[src/rtl/cia_interval_timer.sv]
// cia_interval_timer
// 16-bit CIA-style interval timer with a byte-wide register port.
// It counts E-clock ticks or external CNT pulses. On underflow it reloads
// from the latch and raises a sticky interrupt flag.
// All activity is qualified by clk7_en; between enables all state holds.
//
// Ports:
//   clk_28    28 MHz clock; all state changes on its rising edge
//   rst       synchronous active-high reset
//   clk7_en   7 MHz enable that marks the active cycles
//   eclk_tick E-clock count qualifier (INMODE=0)
//   cnt_in    external count pulse (INMODE=1), already synchronised
//   sel/we/addr/din  register access: 0 TLO, 1 THI, 2 CTRL, 3 ICR
//   dout      registered read data, updated only by reads
//   irq       sticky underflow flag, cleared by an ICR read
//   uf_pulse  underflow strobe, one active cycle wide
module cia_interval_timer #(
   parameter logic [15:0] RESET_LATCH = 16'hFFFF
) (
   input  logic       clk_28,
   input  logic       rst,
   input  logic       clk7_en,
   input  logic       eclk_tick,
   input  logic       cnt_in,
   input  logic       sel,
   input  logic       we,
   input  logic [1:0] addr,
   input  logic [7:0] din,
   output logic [7:0] dout,
   output logic       irq,
   output logic       uf_pulse
);

   localparam logic [1:0] A_TLO  = 2'd0;
   localparam logic [1:0] A_THI  = 2'd1;
   localparam logic [1:0] A_CTRL = 2'd2;
   localparam logic [1:0] A_ICR  = 2'd3;

   logic [15:0] latch_q, latch_d;
   logic [15:0] cnt_q, cnt_d;
   logic        start_q, start_d;
   logic        runmode_q, runmode_d;
   logic        inmode_q, inmode_d;
   logic        irq_q, irq_d;
   logic        uf_q, uf_d;
   logic [7:0]  dout_q, dout_d;

   logic wr, rd, tick, uf, thi_wr, thi_load, force_load;

   always_comb begin
      latch_d   = latch_q;
      cnt_d     = cnt_q;
      start_d   = start_q;
      runmode_d = runmode_q;
      inmode_d  = inmode_q;
      irq_d     = irq_q;
      uf_d      = uf_q;
      dout_d    = dout_q;

      wr = sel && we;
      rd = sel && !we;
      // Tick qualification uses the control bits as they were before any
      // write in this cycle.
      tick       = start_q && (inmode_q ? cnt_in : eclk_tick);
      uf         = tick && (cnt_q == 16'h0000);
      thi_wr     = wr && (addr == A_THI);
      // THI loads the counter when stopped, or always in one-shot mode.
      thi_load   = thi_wr && (!start_q || runmode_q);
      force_load = thi_load || (wr && (addr == A_CTRL) && din[4]);

      if (clk7_en) begin
         uf_d = uf;

         // Reload on underflow uses latch_q, i.e. before a same-cycle TLO write.
         if (force_load)
            cnt_d = thi_load ? {din, latch_q[7:0]} : latch_q;
         else if (uf)
            cnt_d = latch_q;
         else if (tick)
            cnt_d = cnt_q - 16'd1;

         if (wr && (addr == A_TLO)) latch_d[7:0]  = din;
         if (thi_wr)                latch_d[15:8] = din;

         if (wr && (addr == A_CTRL)) begin
            start_d   = din[0];
            runmode_d = din[3];
            inmode_d  = din[5];
         end else if (thi_wr && runmode_q) begin
            start_d = 1'b1;
         end else if (uf && runmode_q) begin
            start_d = 1'b0;
         end

         // Underflow set wins over the ICR read clear.
         if (uf)
            irq_d = 1'b1;
         else if (rd && (addr == A_ICR))
            irq_d = 1'b0;

         if (rd) begin
            unique case (addr)
               A_TLO:   dout_d = cnt_q[7:0];
               A_THI:   dout_d = cnt_q[15:8];
               A_CTRL:  dout_d = {2'b00, inmode_q, 1'b0, runmode_q, 2'b00, start_q};
               default: dout_d = {7'b0, irq_q};
            endcase
         end
      end
   end

   always_ff @(posedge clk_28) begin
      if (rst) begin
         latch_q   <= RESET_LATCH;
         cnt_q     <= RESET_LATCH;
         start_q   <= 1'b0;
         runmode_q <= 1'b0;
         inmode_q  <= 1'b0;
         irq_q     <= 1'b0;
         uf_q      <= 1'b0;
         dout_q    <= 8'h00;
      end else begin
         latch_q   <= latch_d;
         cnt_q     <= cnt_d;
         start_q   <= start_d;
         runmode_q <= runmode_d;
         inmode_q  <= inmode_d;
         irq_q     <= irq_d;
         uf_q      <= uf_d;
         dout_q    <= dout_d;
      end
   end

   assign dout     = dout_q;
   assign irq      = irq_q;
   assign uf_pulse = uf_q;

endmodule

[config.mk]
export PLATFORM = sky130hd
export DESIGN_NAME = cia_interval_timer
export DESIGN_NICKNAME = d
export VERILOG_FILES = /design/src/rtl/cia_interval_timer.sv
export SDC_FILE = /design/constraint.sdc
export NUM_CORES = 1
export LEC_CHECK = 0
export BUFFER_PORTS_ARGS = -buffer_cell sky130_fd_sc_hd__buf_2
export CAP_MARGIN = 30
export CORE_AREA = 2 2 86 97
export CTS_CLUSTER_SIZE = 8
export DETAILED_ROUTE_END_ITERATION = 7
export DIE_AREA = 0 0 88 99
export GPL_ROUTABILITY_DRIVEN = 1
export GPL_TIMING_DRIVEN = 0
export MAX_ROUTING_LAYER = met4
export RECOVER_POWER = 50
export REMOVE_ABC_BUFFERS = 1
export SYNTH_ARGS = -nofsm -noshare
export SYNTH_HDL_FRONTEND = slang
export SYNTH_SLANG_ARGS = --single-unit
export TNS_END_PERCENT = 10
[constraint.sdc]
create_clock -name clk_28 -period 3.8 [get_ports clk_28]
set_clock_uncertainty 0.1 [all_clocks]
set_input_delay 0.57 -clock clk_28 [delete_from_list [all_inputs] [get_ports clk_28]]
set_output_delay 0.57 -clock clk_28 [all_outputs]
set_load 0.005 [all_outputs]
* Yosys cells after proc, flatten, opt, wreduce, memory -nomap -nowiden *
Cells that the tools add are included.

storage, ports and cells
  word-level logic and storage cells = 52
  output and inout port bits = 10
  bits in registers = 45

cells by class
  equal/unequal tests = 3
  reduce and logical (&&, ||, !) cells = 28
  add/subtract/negate cells = 1
  mux-type cells = 11

operators with widths
  kind                   number
  $mux 16                4
  $pmux 8 s3             1
  $logic_not 16->1       1
  $sub 16x1->16 const B  1
  $reduce_and 2->1       7
  $logic_and 1x1->1      12
  $mux 1                 6
  $reduce_bool 3->1      2
  $eq 2x2->1 const B     2
  $eq 2x1->1 const B     1
  $logic_not 1->1        2
  $logic_not 2->1        1
  $logic_or 1x1->1       2
  $reduce_bool 2->1      1

* Logic depth before layout (Yosys ltp) *
Gate-level depths: netlist of the first run.

  depth in word-level cells = 7
  mapped depth = 8
  depth with buffers taken out = 7

* Worst setup path before layout of the first run *
OpenSTA, ideal clock, no wires.

  path kind = input-to-reg
  start = in addr[0]
  end = reg cnt_q[12]
  setup time = 0.122 ns
  slack = 1.662 ns
  data arrival time = 1.916 ns
  stages on the path = 7
  required time = 3.578 ns
  path through = buf_2 > and4b_1 > buf_2 > a22o_4 > o21a_1 > buf_2 > o32a_1

between the ends
  longest elaborated chain between the ends = 6
  elaborated cells between the ends (all ways) = 11
  those cells by class = 2 x eq/ne; 2 x mux; 7 x reduce/logical

RTL lines
  element                                      RTL line  source
  start: declaration                           27        input logic [1:0] addr,
  $eq 2x1->1 or $eq 2x2->1 (tied branches)     66, 69
  $logic_and 1x1->1, on equally long branches  66, 69
  $logic_and 1x1->1, on equally long branches  68, 69
  $logic_or 1x1->1                             69        force_load = thi_load || (wr && (addr == A_CTRL) && din[4]);
  $reduce_bool 3->1 (no source line)           -
  $reduce_and 2->1 (no source line)            -
  end signal: assignment                       124       cnt_q <= cnt_d;
  end: declaration                             40        logic [15:0] cnt_q, cnt_d;

Parallel ways exist; a longest one is shown, timed or not.
A chain may end at the register's enable or synchronous reset.

* Worst setup path after layout of the first run *
  start = in addr[1]
  end = reg cnt_q[4]

between the ends
  longest elaborated chain between the ends = 6
  elaborated cells between the ends (all ways) = 10
  those cells by class = 2 x eq/ne; 1 x mux; 7 x reduce/logical

RTL lines
  element                                      RTL line
  $eq 2x1->1 or $eq 2x2->1 (tied branches)     66, 69
  $logic_and 1x1->1, on equally long branches  66, 69
  $logic_and 1x1->1, on equally long branches  68, 69
  $logic_or 1x1->1 (*)                         69
  $reduce_bool 3->1 (no source line)           -
  $reduce_and 2->1 (no source line)            -

Every way passes the cells marked *; elsewhere a longest branch is shown, timed or not.

==> results of run 1 <==
[where the power goes]
group	internal [W]	switching (W)
Combinational	0.0000301	0.0000554
Clock	0.000128	0.000165
Sequential	0.000478	0.00000628
Total	0.000636	0.000226
[cell type report]
type | instances | area [µm²] | area share
clock inverters | 2 | 10.0 | 0.00356
well taps | 108 | 135 | 0.0480
repair buffers | 27 | 123 | 0.0436
inverters | 6 | 22.5 | 0.00800
flip-flops and latches | 45 | 901 | 0.320
clock buffers | 6 | 72.6 | 0.0258
multi-input cells | 232 | 1550 | 0.551
[placed cells by master, fill, tap and decap left out, types with 2 or more instances in the layout]
master / instances
sky130_fd_sc_hd__clkbuf_8: 5
sky130_fd_sc_hd__nand4b_1: 2
sky130_fd_sc_hd__dfxtp_1: 45
sky130_fd_sc_hd__mux2i_1: 29
sky130_fd_sc_hd__nand2_1: 33
sky130_fd_sc_hd__nor3_1: 20
sky130_fd_sc_hd__and3_1: 2
sky130_fd_sc_hd__o21ai_0: 15
sky130_fd_sc_hd__a31oi_1: 7
sky130_fd_sc_hd__clkbuf_1: 11
sky130_fd_sc_hd__and4b_1: 2
sky130_fd_sc_hd__a221oi_1: 2
sky130_fd_sc_hd__nand3_1: 7
sky130_fd_sc_hd__nand2b_1: 3
sky130_fd_sc_hd__clkinv_2: 2
sky130_fd_sc_hd__a2111oi_0: 3
sky130_fd_sc_hd__nor4_1: 5
sky130_fd_sc_hd__a21oi_1: 19
sky130_fd_sc_hd__o21ai_1: 2
sky130_fd_sc_hd__a22o_1: 2
sky130_fd_sc_hd__and2_1: 2
sky130_fd_sc_hd__inv_1: 5
sky130_fd_sc_hd__a21o_1: 4
sky130_fd_sc_hd__buf_2: 17
sky130_fd_sc_hd__nor2b_1: 2
sky130_fd_sc_hd__a211oi_1: 11
sky130_fd_sc_hd__nor2_1: 26
sky130_fd_sc_hd__a22oi_1: 5
sky130_fd_sc_hd__nand4_1: 2
[synth_stat cells, types with 2 or more instances]
| cell type | instances | area, µm² |
|---|---|---|
| sky130_fd_sc_hd__and4b_1 | 2 | 20.0 |
| sky130_fd_sc_hd__nand4b_1 | 2 | 17.5 |
| sky130_fd_sc_hd__nor4_1 | 5 | 31.3 |
| sky130_fd_sc_hd__inv_1 | 5 | 18.8 |
| sky130_fd_sc_hd__a21o_1 | 4 | 30.0 |
| sky130_fd_sc_hd__o21ai_1 | 2 | 10.0 |
| sky130_fd_sc_hd__dfxtp_1 | 45 | 901 |
| sky130_fd_sc_hd__clkbuf_1 | 10 | 37.5 |
| sky130_fd_sc_hd__nor2b_1 | 2 | 12.5 |
| sky130_fd_sc_hd__a211oi_1 | 11 | 82.6 |
| sky130_fd_sc_hd__nand2_1 | 33 | 124 |
| sky130_fd_sc_hd__o21ai_0 | 15 | 75.1 |
| sky130_fd_sc_hd__a221oi_1 | 2 | 17.5 |
| sky130_fd_sc_hd__a21oi_1 | 19 | 95.1 |
| sky130_fd_sc_hd__mux2i_1 | 29 | 290 |
| sky130_fd_sc_hd__and3_1 | 2 | 12.5 |
| sky130_fd_sc_hd__a2111oi_0 | 3 | 26.3 |
| sky130_fd_sc_hd__nor2_1 | 26 | 97.6 |
| sky130_fd_sc_hd__a31oi_1 | 7 | 43.8 |
| sky130_fd_sc_hd__nand4_1 | 2 | 12.5 |
| sky130_fd_sc_hd__a22o_1 | 2 | 17.5 |
| sky130_fd_sc_hd__nand3_1 | 7 | 35.0 |
| sky130_fd_sc_hd__nor3_1 | 20 | 100 |
| sky130_fd_sc_hd__and2_1 | 2 | 12.5 |
| sky130_fd_sc_hd__buf_2 | 6 | 30.0 |
| sky130_fd_sc_hd__buf_6 | 2 | 22.5 |
| sky130_fd_sc_hd__a22oi_1 | 5 | 37.5 |
| sky130_fd_sc_hd__nand2b_1 | 3 | 18.8 |
[metrics by stage]
stage | util | total power (W) | std cells
finish | 0.366 | 0.000863 | 426
global route | 0.366 | 0.000898 | 426
CTS | 0.368 | 0.000872 | 426
detailed placement | 0.358 | 0.000582 | 418
global placement | 0.356 | 0.000580 | 417
floorplan | - | 0.000539 | 283
[sequential cells by signal (all words and copies together), names as in the netlist]
signal / cells
cnt_q: 16
dout: 8
inmode_q: 1
irq: 1
latch_q: 16
runmode_q: 1
start_q: 1
uf_pulse: 1
[path summary, 6_finish.rpt]
path	start	end	slack, ps	cells after the start
max	addr[1]	cnt_q[4]$_SDFFE_PP1P_	1120	6
min	dout[0]$_SDFFE_PP0P_	dout[0]$_SDFFE_PP0P_	350	2
max reg2reg	cnt_q[0]$_SDFFE_PP1P_	cnt_q[7]$_SDFFE_PP1P_	1290	7
min reg2reg	dout[0]$_SDFFE_PP0P_	dout[0]$_SDFFE_PP0P_	350	2
[layer usage]
layer  global-route usage  part of all wire  up-vias  routed length (µm)
met5                    -                 0        -                   0
met4               0.0639             0.022        0                 150
met3               0.0318             0.055       11                 379
met2                0.266              0.47       67                3210
met1                0.221              0.46     1086                3150
li1                     -                 -     1156                   -
[worst min-delay path, cell delays in order, from the launching register on]
cell	delay, ps
sky130_fd_sc_hd__dfxtp_1	310
sky130_fd_sc_hd__nand2_1	50
sky130_fd_sc_hd__a21oi_1	50
[cells by family (layout without fill, tap and decap cells)]
kind of cell,after synthesis,in the layout,synth area share
multiplexers,31,31,0.126
AO/OA/AOI/OAI,84,84,0.233
buffers and inverters,25,41,0.0467
AND/OR/NAND/NOR,116,116,0.239
flip-flops,45,45,0.350
adder cells (fa/ha/maj),1,1,0.00486
==> PnR_summary.wiki, run 1 <==
{| class="wikitable"
! Metric !! Value
|-
| Yosys reg bits || 45
|-
| N_diodes || 0
|-
| Top Family by Delay on Critical Path || compound AO/OA/AOI/OAI gates
|-
| Normalized max-slew margin || 0.351
|-
| Clock root cell || sky130_fd_sc_hd__clkbuf_8
|-
| H-tree levels || 2
|-
| WL final || 6890 µm
|-
| Chip width || 88 µm
|-
| Crit path DAT || 2750 ps
|-
| Status || finished clean
|-
| First-pass GRT wire length || 11200 µm
|-
| Post-DP HPWL || roughly 5000 µm
|-
| Largest vdd supply drop || 0.109 mV
|-
| I/O Pins || 27
|-
| Share of post-route cells with drive strength above 1 || 0.126
|-
| Sum of negative setup slack || 0 ps
|-
| Initial core utilization || 0.334
|-
| Clock sink total || 45
|-
| Hold/Removal Path Class || flop to flop
|-
| ANT nets after route || 0
|-
| Yosys Warn Count || 0
|-
| PnR worst setup slack || around 1100 ps
|-
| Total DRC errors in the routed layout || 0
|-
| Count of buffering cells on the critical path with inverters included || 1
|-
| Share of the yosys chip area belonging to registers || 0.350
|-
| Area enclosed by the die boundary || 0.00871 mm²
|-
| Initial antenna violation count || 0
|-
| Asr flop ratio synth || 0
|-
| Number of cells upsized or downsized after cts || 0
|-
| CP Data Required Time || between 3000 and 4000 ps
|-
| Total cell area at the placement stage || 0.00275 mm²
|-
| Post-synthesis instance area || 0.00257 mm²
|-
| Longest Clk Path Bufs || 2
|-
| CTS Hold Buffers Added || 0
|-
| Ordered list of cells on the worst path || clkbuf_1, and4b_1, a22o_4, a21oi_2, mux2i_1, a22oi_1
|-
| Clock network latency to the later pin of the worst-skew pair || 310 ps
|-
| Net count reported at finish || approximately 340
|-
| Number of detailed-route iterations in the first pass || 5
|-
| Highest fanout seen on the critical path || 15
|-
| Area inside the core boundary || between 0.007 and 0.008 mm²
|-
| Number of global-route vias before repair || 2201
|-
| Worst slack at placement || 1050 ps
|-
| Layout filler cell count || around 830
|-
| Final-report max-slew violation count || 0
|-
| CP max stage delay || roughly 580 ps
|-
| Average size of a mapped cell || 8.52 µm²
|-
| Final number of setup-violating endpoints || 0
|-
| Number of setup buffers added after CTS || 0
|-
| Critical path type || input pin to flop
|-
| Vertical die dimension || around 100 µm
|-
| Count of mapped cells out of synthesis || 302
|-
| Library cells used by synthesis || 57
|-
| Final weighted congestion in routability-driven placement || 0.957
|-
| Worst-Margin Slew || around 960 ps
|-
| Number of flops mapped to enable cells by yosys || 0
|-
| Clock transition at the registers of the reported paths || around 80 ps
|-
| Slowest CP cell || sky130_fd_sc_hd__a21oi_2
|-
| TritonCTS clock tree || yes
|-
| Final Hold Fails || 0
|-
| Via count || 2320
|-
| Input/output buffers || 26
|-
| Tcrit/Tclk final || 0.704
|-
| Area of all placed cells without fillers || 0.00282 mm²
|-
| Unrepaired setup endpoints after global routing || false
|-
| Flip-flop cell with the highest count after synthesis || sky130_fd_sc_hd__dfxtp_1
|-
| Inserted Clock Buffers || 5
|-
| Global-route total usage across every layer || 0.172
|-
| Highest clock frequency the design can meet || between 0.3 and 0.4 GHz
|-
| Placement row count || 34
|-
| Via-per-instance ratio || 5.45
|-
| Synthesis-to-finish area growth || 9.44%
|-
| Reported max-cap violation count || 0
|-
| Final period demand of the worst path || 2680 ps
|-
| Static leakage || 1.09 nW
|-
| Wirelength per Cell || roughly 16 µm
|-
| Crit. End Element || flop
|-
| Initial detailed-routing violation count || 170
|-
| CP startpoint kind || input pin
|-
| Power per cell area || 306 mW/mm²
|-
| WHS || 354 ps
|-
| Global-route congestion overflow total || 0
|-
| Largest net degree at the start of global routing || 32
|}
No activity file was read; power rests on OpenSTA's default activity.
==> inputs of run 2 (changes only) <==
--- a/config.mk
+++ b/config.mk
@@ -5,12 +5,13 @@
 export SDC_FILE = /design/constraint.sdc
 export NUM_CORES = 1
 export LEC_CHECK = 0
+export ABC_AREA = 1
 export BUFFER_PORTS_ARGS = -buffer_cell sky130_fd_sc_hd__buf_2
 export CAP_MARGIN = 30
-export CORE_AREA = 2 2 86 97
+export CORE_AREA = 2 2 86 96
 export CTS_CLUSTER_SIZE = 8
 export DETAILED_ROUTE_END_ITERATION = 7
-export DIE_AREA = 0 0 88 99
+export DIE_AREA = 0 0 88 98
 export GPL_ROUTABILITY_DRIVEN = 1
 export GPL_TIMING_DRIVEN = 0
 export MAX_ROUTING_LAYER = met4
==> constraint.sdc (replaced) <==
create_clock -name clk_28 -period 2.42 [get_ports clk_28]
set_clock_uncertainty 0.1 [all_clocks]
set_input_delay 0.363 -clock clk_28 [delete_from_list [all_inputs] [get_ports clk_28]]
set_output_delay 0.363 -clock clk_28 [all_outputs]
set_load 0.005 [all_outputs]
==> run 2 against run 1 <==
Net effect:
- non-clock buffer count down 1
- register-to-register slack lost 970 ps
- clock power increased by 100%
- combinational power increased by 82%
- final area rose by 1.7%
- synthesized cell count up 29%
- global-route usage down 0.12 points
- routed wire length decreased by 2.0%
- first-iteration DRC count decreased by 13%
- highest routed layer unchanged
==> PnR_summary.wiki, run 2 <==
{| class="wikitable"
! Metric !! Value
|-
| Normalized max-slew margin || 0.267 (-0.0838)
|-
| Highest clock frequency the design can meet || about 0.48 GHz
|-
| Combinational share of power || 0.102 (+0.003)
|-
| Longest Clk Path Bufs || 2 (unchanged)
|-
| ANT nets after route || 0 (unchanged)
|-
| Share of post-route cells with drive strength above 1 || 0.120 (-0.00588)
|-
| Initial core utilization || 0.330 (-0.00455)
|-
| CTS Hold Buffers Added || 0 (unchanged)
|-
| First-pass GRT wire length || 11300 µm (+0.55%)
|-
| Destination of the worst register-to-register timing path || cnt_q[7]$_SDFFE_PP1P_
|-
| Area inside the core boundary || 0.00770 mm² (unchanged)
|-
| I/O Pins || 27 (unchanged)
|-
| Global-route total usage across every layer || 0.170 (-0.00123)
|-
| Most common cell after layout, fill and taps aside || sky130_fd_sc_hd__nand2_1
|-
| Synthesis-to-finish area growth || 12.9%
|-
| Input/output buffers || 26 (unchanged)
|-
| Clock transition at the registers of the reported paths || 100 ps (+20 ps)
|-
| Cell types with the highest counts after synthesis || sky130_fd_sc_hd__nand2_1 (111), sky130_fd_sc_hd__inv_1 (46), sky130_fd_sc_hd__dfxtp_1 (45)
|-
| Largest vdd supply drop || 0.222 mV (+100%)
|-
| Internal Power || 0.00112 W (+77%)
|-
| Final number of setup-violating endpoints || 0 (unchanged)
|-
| PnR worst setup slack || 316 ps (-809 ps)
|-
| Share of the synthesized area in the top cell type || 0.355 (+0.00484)
|-
| Hold/Removal Path Class || input pin to flop
|-
| Power per cell area || 534 mW/mm² (+74%)
|-
| Yosys Warn Count || 0 (unchanged)
|-
| Initial antenna violation count || 0 (unchanged)
|-
| Tcrit/Tclk final || 0.869
|-
| Count of mapped cells out of synthesis || 391 (+29%)
|-
| Final period demand of the worst path || 2100 ps
|-
| Worst R2R Start || cnt_q[0]$_SDFFE_PP1P_
|-
| Global-route congestion overflow total || 0 (unchanged)
|-
| Inserted Clock Buffers || 5 (unchanged)
|-
| Number of global-route vias before repair || 2328 (+5.8%)
|-
| TritonCTS clock tree || yes
|-
| Crit. End Element || flop
|-
| CP Data Required Time || 2520 ps (-1350 ps)
|-
| Clock sink total || 45 (unchanged)
|-
| Number of flops mapped to enable cells by yosys || 0 (unchanged)
|-
| Cells taking the most area after synthesis || sky130_fd_sc_hd__dfxtp_1 (36%), sky130_fd_sc_hd__nand2_1 (16%), sky130_fd_sc_hd__inv_1 (6.8%)
|-
| Average size of a mapped cell || 6.49 µm² (-24%)
|-
| Unrepaired setup endpoints after global routing || false
|-
| Initial detailed-routing violation count || 148 (-13%)
|-
| Worst setup slack for register-to-register paths || 320 ps (-970 ps)
|-
| Number of cells upsized or downsized after cts || 0 (unchanged)
|-
| Area enclosed by the die boundary || 0.00862 mm² (-1.0%)
|-
| Final weighted congestion in routability-driven placement || 0.874 (-8.6%)
|-
| Number of setup buffers added after CTS || 0 (unchanged)
|-
| Critical path type || flop to flop
|-
| Number of cells traversed by the worst hold path || 3 (+1)
|-
| Most frequent cell after synthesis || sky130_fd_sc_hd__nand2_1
|-
| Worst slack at placement || 347 ps (-704 ps)
|-
| Net count reported at finish || 434 (+30%)
|-
| Number of cells in the finished layout apart from fillers || 525 (+23%)
|-
| Largest area contributor in the netlist || sky130_fd_sc_hd__dfxtp_1
|-
| Clock root cell || sky130_fd_sc_hd__clkbuf_8
|-
| Final Hold Fails || 0 (unchanged)
|-
| Via count || 2498 (+7.7%)
|-
| Flip-flop cell with the highest count after synthesis || sky130_fd_sc_hd__dfxtp_1
|-
| Largest net degree at the start of global routing || 24 (-25%)
|-
| N_diodes || 0 (unchanged)
|-
| Total DRC errors in the routed layout || 0 (unchanged)
|-
| Crit path DAT || 2200 ps (-550 ps)
|-
| Final-report max-slew violation count || 0 (unchanged)
|-
| Post-synthesis instance area || 0.00254 mm² (-1.4%)
|-
| Placement row count || 34 (unchanged)
|-
| Worst-Margin Slew || 1100 ps (+139 ps)
|-
| Vertical die dimension || 98 µm (-1.0%)
|-
| Reported max-cap violation count || 0 (unchanged)
|-
| Switching Share || 0.265 (+0.00203)
|-
| Clock network latency to the later pin of the worst-skew pair || 310 ps (about the same)
|-
| Library cells used by synthesis || 30 (-47%)
|-
| CP startpoint kind || flop
|-
| H-tree levels || 2 (unchanged)
|-
| Static leakage || 1.29 nW (+18%)
|-
| Reported net switching power || 0.000404 W (+79%)
|-
| Sequential cell fraction of total power || 0.511 (-0.051)
|-
| Wirelength per Cell || 12.8 µm (-21%)
|-
| Share of the yosys chip area belonging to registers || 0.355 (+0.00484)
|-
| Startpoint of the most critical hold path || din[6]
|-
| Cell total after placement || 517 (+24%)
|-
| WHS || 210 ps (-145 ps)
|-
| Post-DP HPWL || 5090 µm (+1.4%)
|-
| Worst Hold Endpoint || latch_q[14]$_SDFFE_PP1P_
|-
| Via-per-instance ratio || 4.76 (-13%)
|-
| Chip width || 88 µm (unchanged)
|-
| Sum of negative setup slack || 0 ps (unchanged)
|-
| Depth of the worst register-to-register path || 11 (+4)
|-
| Clock group share of total power || 0.387 (+0.048)
|-
| Highest fanout seen on the critical path || 9 (-6)
|-
| Number of detailed-route iterations in the first pass || 4 (-1)
|-
| Status || finished clean
|-
| Most used cells in the layout excluding fill and tap cells || sky130_fd_sc_hd__nand2_1 (111), sky130_fd_sc_hd__inv_1 (46), sky130_fd_sc_hd__dfxtp_1 (45), sky130_fd_sc_hd__nor2_1 (44), sky130_fd_sc_hd__nand3_1 (33)
|-
| Asr flop ratio synth || 0 (unchanged)
|-
| WL final || 6750 µm (-2.0%)
|-
| Yosys reg bits || 45 (unchanged)
|}
run 2: worst max path at each step:
stage,startpoint,endpoint,cells after the start
4_1_cts,cnt_q[0]$_SDFFE_PP1P_,cnt_q[7]$_SDFFE_PP1P_,11
3_3_place_gp,cnt_q[0]$_SDFFE_PP1P_,start_q$_SDFFE_PP0P_,11
3_5_place_dp,cnt_q[0]$_SDFFE_PP1P_,start_q$_SDFFE_PP0P_,11
5_1_grt,cnt_q[0]$_SDFFE_PP1P_,start_q$_SDFFE_PP0P_,11
6_report,cnt_q[0]$_SDFFE_PP1P_,cnt_q[7]$_SDFFE_PP1P_,11
2_1_floorplan,cnt_q[0]$_SDFFE_PP1P_,cnt_q[7]$_SDFFE_PP1P_,11
run 2: power by group through the flow:
stage	sequential (W)	combinational [W]	clock [W]
after global placement	0.000797	0.000155	0
after CTS	0.000781	0.000156	0.000598
after detailed placement	0.000798	0.000155	0
after floorplan	0.000794	0.0000935	0
after global routing	0.000784	0.000176	0.000624
final	0.000781	0.000156	0.000592
run 2: cell families (layout without fill, tap and decap cells):
kind of cell / after synthesis / in the layout / share of synthesized area
and+or+nand+nor: 205 / 205 / 0.351
AOI/OAI and AO/OA: 73 / 73 / 0.169
buffers and inverters: 60 / 86 / 0.0962
DFF: 45 / 45 / 0.355
xor gates and xnor gates: 7 / 7 / 0.0242
adders and majority gates: 1 / 1 / 0.00493
run 2: metal layers:
layer / vias up / global-route usage / wire length [µm]
li1: 1302 / - / -
met1: 1108 / 0.234 / 3320
met2: 72 / 0.251 / 2870
met3: 16 / 0.0279 / 384
met4: 0 / 0.0615 / 171
met5: - / - / 0
run 2: worst max-delay path, stage by stage, from the launching register on:
cell and delay, ps:
sky130_fd_sc_hd__dfxtp_1 320, sky130_fd_sc_hd__inv_1 140, sky130_fd_sc_hd__ha_1 250, sky130_fd_sc_hd__nand2_1 90, sky130_fd_sc_hd__nor2_1 100, sky130_fd_sc_hd__nand2_1 120
sky130_fd_sc_hd__nor2_4 180, sky130_fd_sc_hd__nand2_2 160, sky130_fd_sc_hd__nand2_4 160, sky130_fd_sc_hd__inv_2 90, sky130_fd_sc_hd__nor2_1 180, sky130_fd_sc_hd__o21ai_2 90
run 2: per-stage QoR:
stage / area [µm²] / util / power, W
after floorplan: 2490 / - / 0.000888
after global placement: 2760 / 0.358 / 0.000952
after detailed placement: 2760 / 0.358 / 0.000953
after CTS: 2870 / 0.373 / 0.00154
after global routing: 2860 / 0.372 / 0.00158
final: 2860 / 0.372 / 0.00153
run 2: area by class of cell:
class | instances | area [µm²]
Fill cell | 887 | 4840
Timing Repair Buffer | 26 | 123
Clock inverter | 3 | 46.3
Tap cell | 108 | 135
Clock buffer | 5 | 68.8
Inverter | 52 | 198
Multi-Input combinational cell | 286 | 1390
Sequential cell | 45 | 901
==> inputs of run 3 (changes only) <==
--- a/config.mk
+++ b/config.mk
@@ -5,13 +5,12 @@
 export SDC_FILE = /design/constraint.sdc
 export NUM_CORES = 1
 export LEC_CHECK = 0
-export ABC_AREA = 1
 export BUFFER_PORTS_ARGS = -buffer_cell sky130_fd_sc_hd__buf_2
 export CAP_MARGIN = 30
-export CORE_AREA = 2 2 86 96
+export CORE_AREA = 2 2 86 97
 export CTS_CLUSTER_SIZE = 8
 export DETAILED_ROUTE_END_ITERATION = 7
-export DIE_AREA = 0 0 88 98
+export DIE_AREA = 0 0 88 99
 export GPL_ROUTABILITY_DRIVEN = 1
 export GPL_TIMING_DRIVEN = 0
 export MAX_ROUTING_LAYER = met4
==> run 3 against run 2 <==
Net effect:
- hold slack better by 18 ps
- non-clock buffer count is 3 higher
- critical path depth is 4 lower
- maximum frequency is 11% lower
- global-route usage is 0.11 points higher
- register-to-register slack worse by 250 ps
- sequential share of layout area is 0.069 points higher
- largest power group unchanged
- highest routed layer unchanged
- combinational power is 12% lower
- final area is 0.22% lower
- setup slack worse by 250 ps
==> PnR_summary.wiki, run 3 (synthesized netlist as in run 1, its figures left out) <==
{| class="wikitable"
! Metric !! Value
|-
| Worst-Margin Slew || 720 ps (-379 ps)
|-
| Static leakage || 1.11 nW (-14%)
|-
| Initial core utilization || 0.334 (+0.00455)
|-
| WHS || 227 ps (+17.7 ps)
|-
| Highest clock frequency the design can meet || 0.425 GHz (-11%)
|-
| Destination of the worst register-to-register timing path || cnt_q[8]$_SDFFE_PP1P_
|-
| Number of global-route vias before repair || 2202 (-5.4%)
|-
| Via count || 2332 (-6.6%)
|-
| Clock network latency to the later pin of the worst-skew pair || 300 ps (about the same)
|-
| Worst setup slack for register-to-register paths || 70 ps (-250 ps)
|-
| Net count reported at finish || 337 (-22%)
|-
| Final Hold Fails || 0 (unchanged)
|-
| Vertical die dimension || 99 µm (+1.0%)
|-
| Reported max-cap violation count || 0 (unchanged)
|-
| Origin of the worst setup path || cnt_q[0]$_SDFFE_PP1P_
|-
| Depth of the worst register-to-register path || 7 (-4)
|-
| Via-per-instance ratio || 5.45 (+15%)
|-
| Most common cell after layout, fill and taps aside || sky130_fd_sc_hd__dfxtp_1
|-
| Synthesis-to-finish area growth || 11.1%
|-
| Final weighted congestion in routability-driven placement || 0.957 (+9.5%)
|-
| Clock root cell || sky130_fd_sc_hd__clkbuf_8
|-
| Share of post-route cells with drive strength above 1 || 0.150 (+0.0301)
|-
| Wirelength per Cell || 16.2 µm (+26%)
|-
| Crit path DAT || 2440 ps (+240 ps)
|-
| Area of all placed cells without fillers || 0.00286 mm² (-0.22%)
|-
| I/O Pins || 27 (unchanged)
|-
| TritonCTS clock tree || yes
|-
| Post-DP HPWL || 5010 µm (-1.4%)
|-
| ANT nets after route || 0 (unchanged)
|-
| Total DRC errors in the routed layout || 0 (unchanged)
|-
| Highest fanout seen on the critical path || 11 (+2)
|-
| Area enclosed by the die boundary || 0.00871 mm² (+1.0%)
|-
| Final-report max-slew violation count || 0 (unchanged)
|-
| Startpoint of the most critical hold path || din[6]
|-
| Crit. End Element || flop
|-
| Area inside the core boundary || 0.00770 mm² (unchanged)
|-
| First-pass GRT wire length || 11200 µm (-0.61%)
|-
| Clock sink total || 45 (unchanged)
|-
| Input/output buffers || 26 (unchanged)
|-
| Number of detailed-route iterations in the first pass || 4 (unchanged)
|-
| N_diodes || 0 (unchanged)
|-
| Initial antenna violation count || 0 (unchanged)
|-
| Most used cells in the layout excluding fill and tap cells || sky130_fd_sc_hd__dfxtp_1 (45), sky130_fd_sc_hd__nand2_1 (33), sky130_fd_sc_hd__mux2i_1 (29), sky130_fd_sc_hd__nor2_1 (26), sky130_fd_sc_hd__nor3_1 (20)
|-
| Placement row count || 34 (unchanged)
|-
| Total cell area at the placement stage || 0.00275 mm² (about the same)
|-
| Status || finished clean
|-
| Global-route total usage across every layer || 0.171 (+0.00106)
|-
| Final period demand of the worst path || 2350 ps (+250 ps)
|-
| Hold/Removal Path Class || input pin to flop
|-
| CP Data Required Time || 2500 ps (-20 ps)
|-
| Chip width || 88 µm (unchanged)
|-
| Worst Hold Endpoint || latch_q[14]$_SDFFE_PP1P_
|-
| Sum of negative setup slack || 0 ps (unchanged)
|-
| Tcrit/Tclk final || 0.973 (+0.103)
|-
| Power per cell area || 475 mW/mm² (-11%)
|-
| Inserted Clock Buffers || 5 (unchanged)
|-
| Largest vdd supply drop || 0.170 mV (-24%)
|-
| H-tree levels || 2 (unchanged)
|-
| Critical path type || flop to flop
|-
| Longest Clk Path Bufs || 2 (unchanged)
|-
| Number of cells traversed by the worst hold path || 3 (unchanged)
|-
| Global-route congestion overflow total || 0 (unchanged)
|-
| Largest net degree at the start of global routing || 32 (+33%)
|-
| Unrepaired setup endpoints after global routing || true
|-
| Normalized max-slew margin || 0.520 (+0.253)
|-
| Worst R2R Start || cnt_q[0]$_SDFFE_PP1P_
|-
| Clock transition at the registers of the reported paths || 80 ps (-20 ps)
|-
| WL final || 6920 µm (+2.5%)
|-
| Initial detailed-routing violation count || 161 (+8.8%)
|-
| CP startpoint kind || flop
|-
| Final number of setup-violating endpoints || 0 (unchanged)
|}
## run 3: repair_timing
item	CTS	global route
hold endpoints to repair	0	0
hold buffers	0	0
pin swaps	0	2
setup endpoints to repair	9	14
setup buffers	0	2
resized for setup	2	2
## run 3: report_power, final
part | leakage, nW | internal (W) | switching, W
Combinational | 0.699 | 0.0000498 | 0.0000880
Clock | 0.0450 | 0.000201 | 0.000257
Sequential | 0.365 | 0.000751 | 0.0000100
Total | 1.11 | 0.00100 | 0.000355
## run 3: worst max path at each step
stage | endpoint | slack [ps] | cells after the start
2_1_floorplan | latch_q[0]$_SDFFE_PP1P_ | 160 | 4
3_3_place_gp | latch_q[5]$_SDFFE_PP1P_ | -910 | 4
3_5_place_dp | cnt_q[4]$_SDFFE_PP1P_ | -120 | 6
4_1_cts | cnt_q[7]$_SDFFE_PP1P_ | -10 | 7
5_1_grt | cnt_q[8]$_SDFFE_PP1P_ | -8 | 7
6_report | cnt_q[8]$_SDFFE_PP1P_ | 70 | 7
## run 3: area by class of cell
cell class                 instances  area (µm²)
fill                             819        4840
multi-input combinational        232        1570
sequential                        45         901
timing repair buffer              29         144
tap                              108         135
clock buffer                       6        72.6
inverter                           6        22.5
clock inverter                     2        10.0
## run 3: metrics by stage
stage / worst slack (ps) / cells / power [W] / util
floorplan: 158 / 283 / 0.000846 / -
global placement: -913 / 417 / 0.000911 / 0.356
detailed placement: -123 / 418 / 0.000914 / 0.358
CTS: -15.0 / 426 / 0.00137 / 0.370
global route: -7.66 / 428 / 0.00141 / 0.371
finish: 66.2 / 428 / 0.00136 / 0.371
## run 3: worst max-delay path: stages (launching register included)
cell	delay (ps)
sky130_fd_sc_hd__dfxtp_1	390
sky130_fd_sc_hd__inv_2	100
sky130_fd_sc_hd__ha_1	190
sky130_fd_sc_hd__or3b_4	420
sky130_fd_sc_hd__nor4b_4	430
sky130_fd_sc_hd__a21oi_4	230
sky130_fd_sc_hd__a221oi_1	290
sky130_fd_sc_hd__a211oi_1	80
## run 3: layer usage
metal,part of all wire,global-route usage,vias to the layer above
met5,0,-,-
met4,0.028,0.0639,0
met3,0.040,0.0318,13
met2,0.47,0.266,59
met1,0.46,0.221,1101
li1,-,-,1159
